## src/rtl/dsp_systolic_pkg.sv

```systemverilog
// Shared types and helpers for the systolic dot-product accumulator.
// Holds the chunk tag, the completed-sum record and the saturating adder.
package dsp_systolic_pkg;

    localparam int DEF_RESULT_A_WIDTH = 44;
    localparam int DEF_ACC_WIDTH      = 48;
    localparam int DEF_CNT_WIDTH      = 16;
    localparam int MAX_W              = 64;

    typedef struct packed {
        logic v;
        logic last;
    } tag_t;

    typedef struct packed {
        logic signed [DEF_ACC_WIDTH-1:0] sum;
        logic [DEF_CNT_WIDTH-1:0]        count;
        logic                            sat;
    } res_t;

    typedef struct packed {
        logic signed [MAX_W-1:0] sum;
        logic                    ovf;
    } sat_out_t;

    // Operands must already fit in 'width' signed bits, so MAX_W never overflows.
    function automatic sat_out_t sat_add(input logic signed [MAX_W-1:0] a,
                                         input logic signed [MAX_W-1:0] b,
                                         input int unsigned             width);
        logic signed [MAX_W-1:0] s;
        logic signed [MAX_W-1:0] hi;
        logic signed [MAX_W-1:0] lo;
        sat_out_t                r;
        s     = a + b;
        hi    = (64'sd1 <<< (width - 1)) - 64'sd1;
        lo    = -hi - 64'sd1;
        r.ovf = (s > hi) || (s < lo);
        r.sum = (s > hi) ? hi : ((s < lo) ? lo : s);
        return r;
    endfunction

endpackage

```

## src/rtl/dsp_sync_fifo.sv

```systemverilog
// Generic show-ahead synchronous FIFO; the head word is visible while valid.
// Writes land one cycle after push; push and pop may coincide, even when full.
module dsp_sync_fifo #(
    parameter int WIDTH = 8,
    parameter int DEPTH = 4
) (
    input  logic                     clk,
    input  logic                     rst_n,
    input  logic                     push,
    input  logic [WIDTH-1:0]         push_data,
    input  logic                     pop,
    output logic [WIDTH-1:0]         pop_data,
    output logic                     valid,
    output logic [$clog2(DEPTH):0]   count
);
    localparam int AW = $clog2(DEPTH);
    localparam int CW = AW + 1;

    logic [WIDTH-1:0] mem [DEPTH];
    logic [AW-1:0]    wr_ptr;
    logic [AW-1:0]    rd_ptr;
    logic             full;
    logic             do_pop;
    logic             do_push;

    assign full     = (count == CW'(DEPTH));
    assign valid    = (count != '0);
    assign do_pop   = pop && valid;
    assign do_push  = push && (!full || do_pop);
    assign pop_data = valid ? mem[rd_ptr] : '0;

    always_ff @(posedge clk) begin
        if (do_push) begin
            mem[wr_ptr] <= push_data;
        end
    end

    // Pointers wrap naturally because DEPTH is a power of two.
    always_ff @(posedge clk or negedge rst_n) begin
        if (!rst_n) begin
            wr_ptr <= '0;
            rd_ptr <= '0;
            count  <= '0;
        end else begin
            if (do_push) begin
                wr_ptr <= wr_ptr + AW'(1);
            end
            if (do_pop) begin
                rd_ptr <= rd_ptr + AW'(1);
            end
            case ({do_push, do_pop})
                2'b10:   count <= count + CW'(1);
                2'b01:   count <= count - CW'(1);
                default: count <= count;
            endcase
        end
    end

    a_no_push_when_full: assert property (@(posedge clk) disable iff (!rst_n)
        (push && full) |-> do_pop);

endmodule

```

## src/rtl/dsp_systolic_dot_acc.sv

```systemverilog
// Tags chunks entering the fixed-latency dot-product chain, re-aligns them with
// the chain result, accumulates long dot products and queues completed sums.
module dsp_systolic_dot_acc
    import dsp_systolic_pkg::*;
#(
    parameter int NUM            = 8,
    parameter int RESULT_A_WIDTH = DEF_RESULT_A_WIDTH,
    parameter int DSP_LATENCY    = 6,
    parameter int ACC_WIDTH      = DEF_ACC_WIDTH,
    parameter int FIFO_DEPTH     = 4,
    parameter int CNT_WIDTH      = DEF_CNT_WIDTH
) (
    input  logic                             clk,
    input  logic                             rst_n,
    input  logic                             in_valid,
    input  logic                             in_last,
    output logic                             in_ready,
    input  logic signed [RESULT_A_WIDTH-1:0] dsp_result,
    output logic                             out_valid,
    input  logic                             out_ready,
    output logic signed [ACC_WIDTH-1:0]      out_data,
    output logic [CNT_WIDTH-1:0]             out_count,
    output logic                             out_sat
);
    localparam int CRED_W = $clog2(FIFO_DEPTH + 1);
    localparam int RES_W  = ACC_WIDTH + CNT_WIDTH + 1;

    typedef struct packed {
        logic signed [ACC_WIDTH-1:0] sum;
        logic [CNT_WIDTH-1:0]        count;
        logic                        sat;
    } acc_res_t;

    if (ACC_WIDTH < RESULT_A_WIDTH) begin : g_acc_too_narrow
        $fatal(1, "ACC_WIDTH must be >= RESULT_A_WIDTH");
    end
    if (ACC_WIDTH >= MAX_W) begin : g_acc_too_wide
        $fatal(1, "ACC_WIDTH must be < 64");
    end
    if (DSP_LATENCY < 1) begin : g_bad_latency
        $fatal(1, "DSP_LATENCY must be >= 1");
    end
    if (FIFO_DEPTH < 2 || (FIFO_DEPTH & (FIFO_DEPTH - 1)) != 0) begin : g_bad_depth
        $fatal(1, "FIFO_DEPTH must be a power of two >= 2");
    end
    if (NUM < 1) begin : g_bad_num
        $fatal(1, "NUM must be >= 1");
    end

    tag_t                        tag_pipe [DSP_LATENCY];
    tag_t                        tail;
    logic                        accept;
    logic                        pop;
    logic                        push;
    logic signed [ACC_WIDTH-1:0] acc;
    logic signed [ACC_WIDTH-1:0] base;
    logic                        first;
    logic                        sat_flag;
    logic [CNT_WIDTH-1:0]        cnt;
    logic [CNT_WIDTH-1:0]        cnt_inc;
    sat_out_t                    add;
    acc_res_t                    push_data;
    acc_res_t                    head;
    logic [CRED_W-1:0]           credits;
    logic [$clog2(FIFO_DEPTH):0] fifo_count;

    assign accept = in_valid && in_ready;
    assign pop    = out_valid && out_ready;
    assign tail   = tag_pipe[DSP_LATENCY-1];

    // The chain cannot stall, so the tag pipe shifts every cycle regardless.
    always_ff @(posedge clk or negedge rst_n) begin
        if (!rst_n) begin
            for (int i = 0; i < DSP_LATENCY; i++) begin
                tag_pipe[i] <= '0;
            end
        end else begin
            tag_pipe[0] <= tag_t'{v: accept, last: accept && in_last};
            for (int i = 1; i < DSP_LATENCY; i++) begin
                tag_pipe[i] <= tag_pipe[i-1];
            end
        end
    end

    always_comb begin
        base           = first ? '0 : acc;
        add            = sat_add(MAX_W'(base), MAX_W'(dsp_result), ACC_WIDTH);
        cnt_inc        = (&cnt) ? cnt : cnt + CNT_WIDTH'(1);
        push           = tail.v && tail.last;
        push_data.sum  = add.sum[ACC_WIDTH-1:0];
        push_data.count = cnt_inc;
        push_data.sat  = sat_flag | add.ovf;
    end

    always_ff @(posedge clk or negedge rst_n) begin
        if (!rst_n) begin
            acc      <= '0;
            first    <= 1'b1;
            cnt      <= '0;
            sat_flag <= 1'b0;
        end else if (tail.v) begin
            if (tail.last) begin
                acc      <= '0;
                first    <= 1'b1;
                cnt      <= '0;
                sat_flag <= 1'b0;
            end else begin
                acc      <= push_data.sum;
                first    <= 1'b0;
                cnt      <= cnt_inc;
                sat_flag <= push_data.sat;
            end
        end
    end

    // A credit is taken when a last chunk is accepted and returned when its sum leaves.
    always_ff @(posedge clk or negedge rst_n) begin
        if (!rst_n) begin
            credits <= '0;
        end else begin
            case ({accept && in_last, pop})
                2'b10:   credits <= credits + CRED_W'(1);
                2'b01:   credits <= credits - CRED_W'(1);
                default: credits <= credits;
            endcase
        end
    end

    assign in_ready = (credits < CRED_W'(FIFO_DEPTH));

    dsp_sync_fifo #(
        .WIDTH (RES_W),
        .DEPTH (FIFO_DEPTH)
    ) u_fifo (
        .clk       (clk),
        .rst_n     (rst_n),
        .push      (push),
        .push_data (push_data),
        .pop       (pop),
        .pop_data  (head),
        .valid     (out_valid),
        .count     (fifo_count)
    );

    assign out_data  = head.sum;
    assign out_count = head.count;
    assign out_sat   = head.sat;

    a_credits_cover_fifo: assert property (@(posedge clk) disable iff (!rst_n)
        fifo_count <= credits);
    a_sum_fits_acc: assert property (@(posedge clk) disable iff (!rst_n)
        add.sum == MAX_W'(push_data.sum));

endmodule
```

## config.mk

```make
export PLATFORM = sky130hd
export DESIGN_NAME = dsp_systolic_dot_acc
export DESIGN_NICKNAME = d
export VERILOG_FILES = /design/src/rtl/dsp_systolic_pkg.sv /design/src/rtl/dsp_sync_fifo.sv /design/src/rtl/dsp_systolic_dot_acc.sv
export SDC_FILE = /design/constraint.sdc
export NUM_CORES = 1
export LEC_CHECK = 0
export ABC_CLOCK_PERIOD_IN_PS = 7800
export CAP_MARGIN = 20
export CORE_AREA = 2 2 211 213
export CTS_CLUSTER_SIZE = 24
export DETAILED_ROUTE_END_ITERATION = 10
export DIE_AREA = 0 0 213 215
export GPL_ROUTABILITY_DRIVEN = 0
export GPL_TIMING_DRIVEN = 0
export PLACE_DENSITY = 0.67
export SYNTH_ARGS = -nofsm -noshare
export SYNTH_HDL_FRONTEND = slang
export SYNTH_SLANG_ARGS = --single-unit
```

## constraint.sdc

```tcl
create_clock -name clk -period 7.8 [get_ports clk]
set_input_delay 1.56 -clock clk [delete_from_list [all_inputs] [get_ports clk]]
set_output_delay 1.56 -clock clk [all_outputs]
set_load 0.01 [all_outputs]
```

== After elaboration in Yosys (flattened, before gate mapping) ==
Memory sizes are Yosys's and may differ from the RTL's.
Cells that the tools add are included.
Widths: inputs -> output; s select.
Word-level totals
  register bits after elaboration: 88
  bits in latches: 0
  memories kept: 1
  input port bits: 49
  RAM bits: 260
  memory bits (read-only): 0
  word-level logic and storage cells: 64
Memory list
  u_fifo.mem: words 4, width 65, rd ports 1, clocked after Yosys merged registers in 0, write ports 1, line dsp_sync_fifo.sv:19  | logic [WIDTH-1:0] mem [DEPTH];
Operators by class
  add/subtract/negate cells: 8
  shift operators: 0
  multiply operators: 0
  multiplexer cells: 13
  div/mod/pow operators: 0
  reduce and logical (&&, ||, !) cells: 13
  equal/unequal tests: 5
  bitwise logic cells: 1
  order comparisons: 3
Operator list (number)
  $mux 48: 4
  $mux 65: 1
  $add 48x44->49: 1
  $gt 49x48->1 const B: 1
  $lt 49x48->1 const B: 1
  $mux 16: 2
  $add 16x1->16 const B: 1
  $reduce_and 16->1: 1
  $pmux 3 s2: 2
  $add 3x1->3 const B: 2
  $logic_and 1x1->1: 6
  $sub 3x1->3 const B: 2
  $add 2x1->2 const B: 2
  $eq 2x1->1 const B: 2
  $eq 2x2->1 const B: 2
  $mux 1: 4
  $reduce_bool 2->1: 2
  $eq 3x3->1 const B: 1
  $lt 3x3->1 const B: 1
  $reduce_bool 3->1: 1
  $logic_or 1x1->1: 2
  $logic_not 1->1: 1
  $or 1x1->1: 1

== Longest topological paths before layout ==
  word-level depth: 7
  depth in mapped cells: 18
  gate-level depth less buffers: 14

== Modules after synthesis ==
Synthesis repeated with hierarchy kept, for this count alone.
Unflattened totals
  cells, all modules: 1247
  area total of the unflattened synthesis: 17240.3 um2
By module, submodules not included
  dsp_sync_fifo: cells each 466, seq. area each 7982.7 um2, area each 10361.2 um2, instances 1
  dsp_systolic_dot_acc: cells each 781, seq. area each 2028.2 um2, area each 6879.1 um2, instances 1

== Worst setup path before layout ==
No wires, ideal clock.
  kind: input port to flip-flop
  start: in dsp_result[0]
  end: mem u_fifo.mem[0][51] (netlist name), data pin
  setup slack: 3.130 ns
  cell stages on the path: 12
  path buffers: 0
  arrival time: 4.393 ns
  data required time: 7.522 ns
  library setup time: 0.278 ns
  cells stage by stage: ha_1 > inv_1 > fa_1 > nand2b_1 > a21oi_1 > o2111ai_1 > a211o_1 > o31a_1 > o41ai_1 > a21oi_1 > xnor2_1 > maj3_1
RTL lines
  start, declared: line dsp_systolic_dot_acc.sv:18  | input logic signed [RESULT_A_WIDTH-1:0] dsp_result,
  end, declared: line dsp_sync_fifo.sv:19

==> run metrics <==
Pre-antenna DRT Iters=5; CP cell instances=clkdlybuf4s50_1 -> ha_1 -> inv_1 -> fa_1 -> nand2b_1 -> a21oi_1 -> o2111ai_1 -> a211o_1 -> nor4_2 -> o21ai_0 -> a221oi_2 -> buf_2 -> nand2_1 -> a21oi_1 -> a22o_1; nets=1551; synth warn=0; GRT Overall Usage=18.3%; syn_nets=1392; Fill cells=3852; Synth Instances=1285; synthesized flop and latch total=348; number of buffers added on ports=115; Core Area=0.0436 mm2; Peak VDD IR=173 uV; via count=11040; vias in the first global route=11117; TNS Setup=0 ps; largest net degree at the start of global routing=54; Post-CTS Hold Buffers=0; Worst-Skew Late Latency=540 ps; WP data required=8260 ps; layout cells sized above 1=12.0%; synthesized area=0.0172 mm2; path type of the worst min-delay path=flop to flop; unrepaired setup endpoints after global routing=no; IO Pins=116; period utilization=73.8%; Post-Place Worst Slack=1530 ps; Worst path most repeated cell=a21oi_1; Slew @ Worst Pin=992 ps; Final Hold Vio Count=0; CTS resizes=0; crit path setup slack, layout=2040 ps; Yosys cell types=79; number of remaining DRC errors=0; Total Die Area=0.0458 mm2; clk_skew=13.9 ps; max_slew headroom=33.6%; dominant cell type by area after synthesis=edfxtp_1; cts bufs inserted=36; Tmin final=5760 ps; status=completed; crit start category=input port; post-synth top area share=45.5%; num rows=77; Initial Util=39.4%; final instance area=0.0204 mm2; final setup violation count=0; clock transition at the registers of the reported paths=60 ps; busiest layer in global routing=met2; Max-Cap Viols=0; final hold slack=344 ps; Max FO, Critical Path=10; Avg Cell Area, Syn=13.4 um2; drt wl/cell=20.1 um; P&R area growth vs syn=18.7%; Core Util, Final=46.7%; arrival time of the worst setup path=6220 ps; number of synthesized flops with an enable pin=260; FMAX=174 MHz; DRT iter0 DRCs=800; Main synth FF type=edfxtp_1; Final HPWL DP=29400 um; H-Tree Level Count=2; CP endpoint kind=flop; total grt overflow=0; final wirelength=41400 um; Setup CP Type=input port to flop; CTS tree=built; M1 GR Usage=25.5%; Seq/Total Area, Yosys=58.3%; first-pass GRT wire length=64000 um; Leakage=7.50 nW; CP peak stage delay=540 ps; Antenna Nets Post-Route=0; slowest CP cell=clkdlybuf4s50_1; Area after DPL=0.0192 mm2; initial antenna violation count=0; Power Dens Cells=440 mW/mm2; Die Y=215 um; Post-CTS Setup Inserts=0; die width=213 um; CTS Buffer Depth=3; post-DR vias/cell=5.35; ys async rst share=25.3%; Slew Viols, Final=0; n_diodes=0; clock sinks=348; M2 GR Usage=30.0%; top cells by area, synth=edfxtp_1 45%, dfrtp_1 13%, mux4_2 8.5%; CTS Root Cell=clkbuf_16; met3 global-route usage=2.57%
layer usage:
layer,routed length [um],part of all wire (%),vias up
li1,-,-,5155
met1,18200,44,5517
met2,20000,48,310
met3,2230,5.4,58
met4,928,2.2,0
met5,0,0,-
placed cells by master, fill, tap and decap left out, types with 9 or more instances in the layout:
cell,n
a21o_1,21
a21oi_1,75
a22o_1,16
and2_1,72
and3_1,9
buf_2,11
clkbuf_1,51
clkbuf_16,37
clkdlybuf4s50_1,114
dfrtp_1,87
edfxtp_1,260
ha_1,55
inv_1,33
maj3_1,14
mux4_2,65
nand2_1,61
nand3_1,16
nand4_1,14
nor2_1,105
nor2b_1,53
nor3_1,10
o21a_1,10
o21ai_0,37
o21bai_1,9
o2bb2ai_1,37
o2bb2ai_2,10
xnor2_1,36
xor2_1,22
cell usage after synthesis (all sizes together), types with 3 or more instances:
| library cell | count |
|---|---|
| nand2b | 6 |
| xnor2 | 36 |
| a211o | 4 |
| a211oi | 3 |
| buf | 21 |
| o2111ai | 3 |
| a21boi | 6 |
| nand2 | 62 |
| a2111oi | 3 |
| o21ai | 37 |
| and2 | 77 |
| dfrtp | 87 |
| a21o | 21 |
| xor2 | 22 |
| nand3 | 16 |
| nor4 | 3 |
| edfxtp | 260 |
| and3 | 9 |
| ha | 55 |
| o2bb2ai | 47 |
| o21a | 10 |
| nor2 | 106 |
| and4 | 3 |
| a21oi | 75 |
| nor3 | 10 |
| a22o | 16 |
| mux4 | 65 |
| or2 | 6 |
| fa | 3 |
| nand4 | 15 |
| maj3 | 14 |
| o31ai | 3 |
| or3 | 3 |
| clkbuf | 44 |
| inv | 34 |
| o211ai | 4 |
| nor2b | 53 |
| o21bai | 9 |
| mux2i | 4 |
logic make-up after synthesis:
group           after synthesis  share of synthesized area [%]
flops                       348                           58.3
xor+xnor                     58                           2.96
buf+inv                      99                           2.48
mux                          71                           8.89
fa+ha+maj                    72                           5.17
simple gates                379                           11.5
compound gates              258                           10.8
registers in the layout, indices dropped and copies added, names as in the netlist, 2 cells and up:
| name | cells |
|---|---|
| u_fifo.mem | 260 |
| cnt | 16 |
| acc | 48 |
| credits | 3 |
| u_fifo.wr_ptr | 2 |
| u_fifo.count | 3 |
| tag_pipe | 12 |
| u_fifo.rd_ptr | 2 |
power breakdown:
part           internal (mW)  switching (mW)
clock                   1.00           0.707
combinational           1.82            2.62
sequential              2.71           0.106
critical path: cells and delay by family:
| kind | cells | cell delay, ps |
|---|---|---|
| AOI/OAI and AO/OA | 7 | 2100 |
| adders and majority gates | 2 | 560 |
| buffers and inverters | 3 | 970 |
| and+or+nand+nor | 3 | 1020 |
final timing paths:
check	startpoint	end	slack (ps)	depth (start not counted)
min in group asynchronous	rst_n	cnt[6]	1020	1
max	dsp_result[0]	acc[40]	2040	15
min	tag_pipe[4]	tag_pipe[2]	340	0
max reg2reg	first	u_fifo.mem[0][38]	2460	15
max in group asynchronous	rst_n	first	6080	2
min reg2reg	tag_pipe[4]	tag_pipe[2]	340	0
through the flow:
stage / instances / power [mW]
after global placement: 1992 / 7.18
after floorplan: 1285 / 5.73
after global routing: 2063 / 9.52
final: 2063 / 8.98
after detailed placement: 1997 / 7.29
after CTS: 2062 / 9.01
layout make-up:
| type | instances | area [um2] | share of cell area (%) |
|---|---|---|---|
| buffer | 65 | 299 | 1.47 |
| clock buffer | 47 | 993 | 4.87 |
| clock inverter | 18 | 180 | 0.884 |
| inverter | 34 | 128 | 0.626 |
| multi-input combinational | 838 | 6750 | 33.1 |
| sequential | 348 | 10000 | 49.1 |
| tap | 592 | 741 | 3.63 |
| timing repair buffer | 121 | 1290 | 6.34 |
Note: power is estimated with default switching activity, not from simulation.
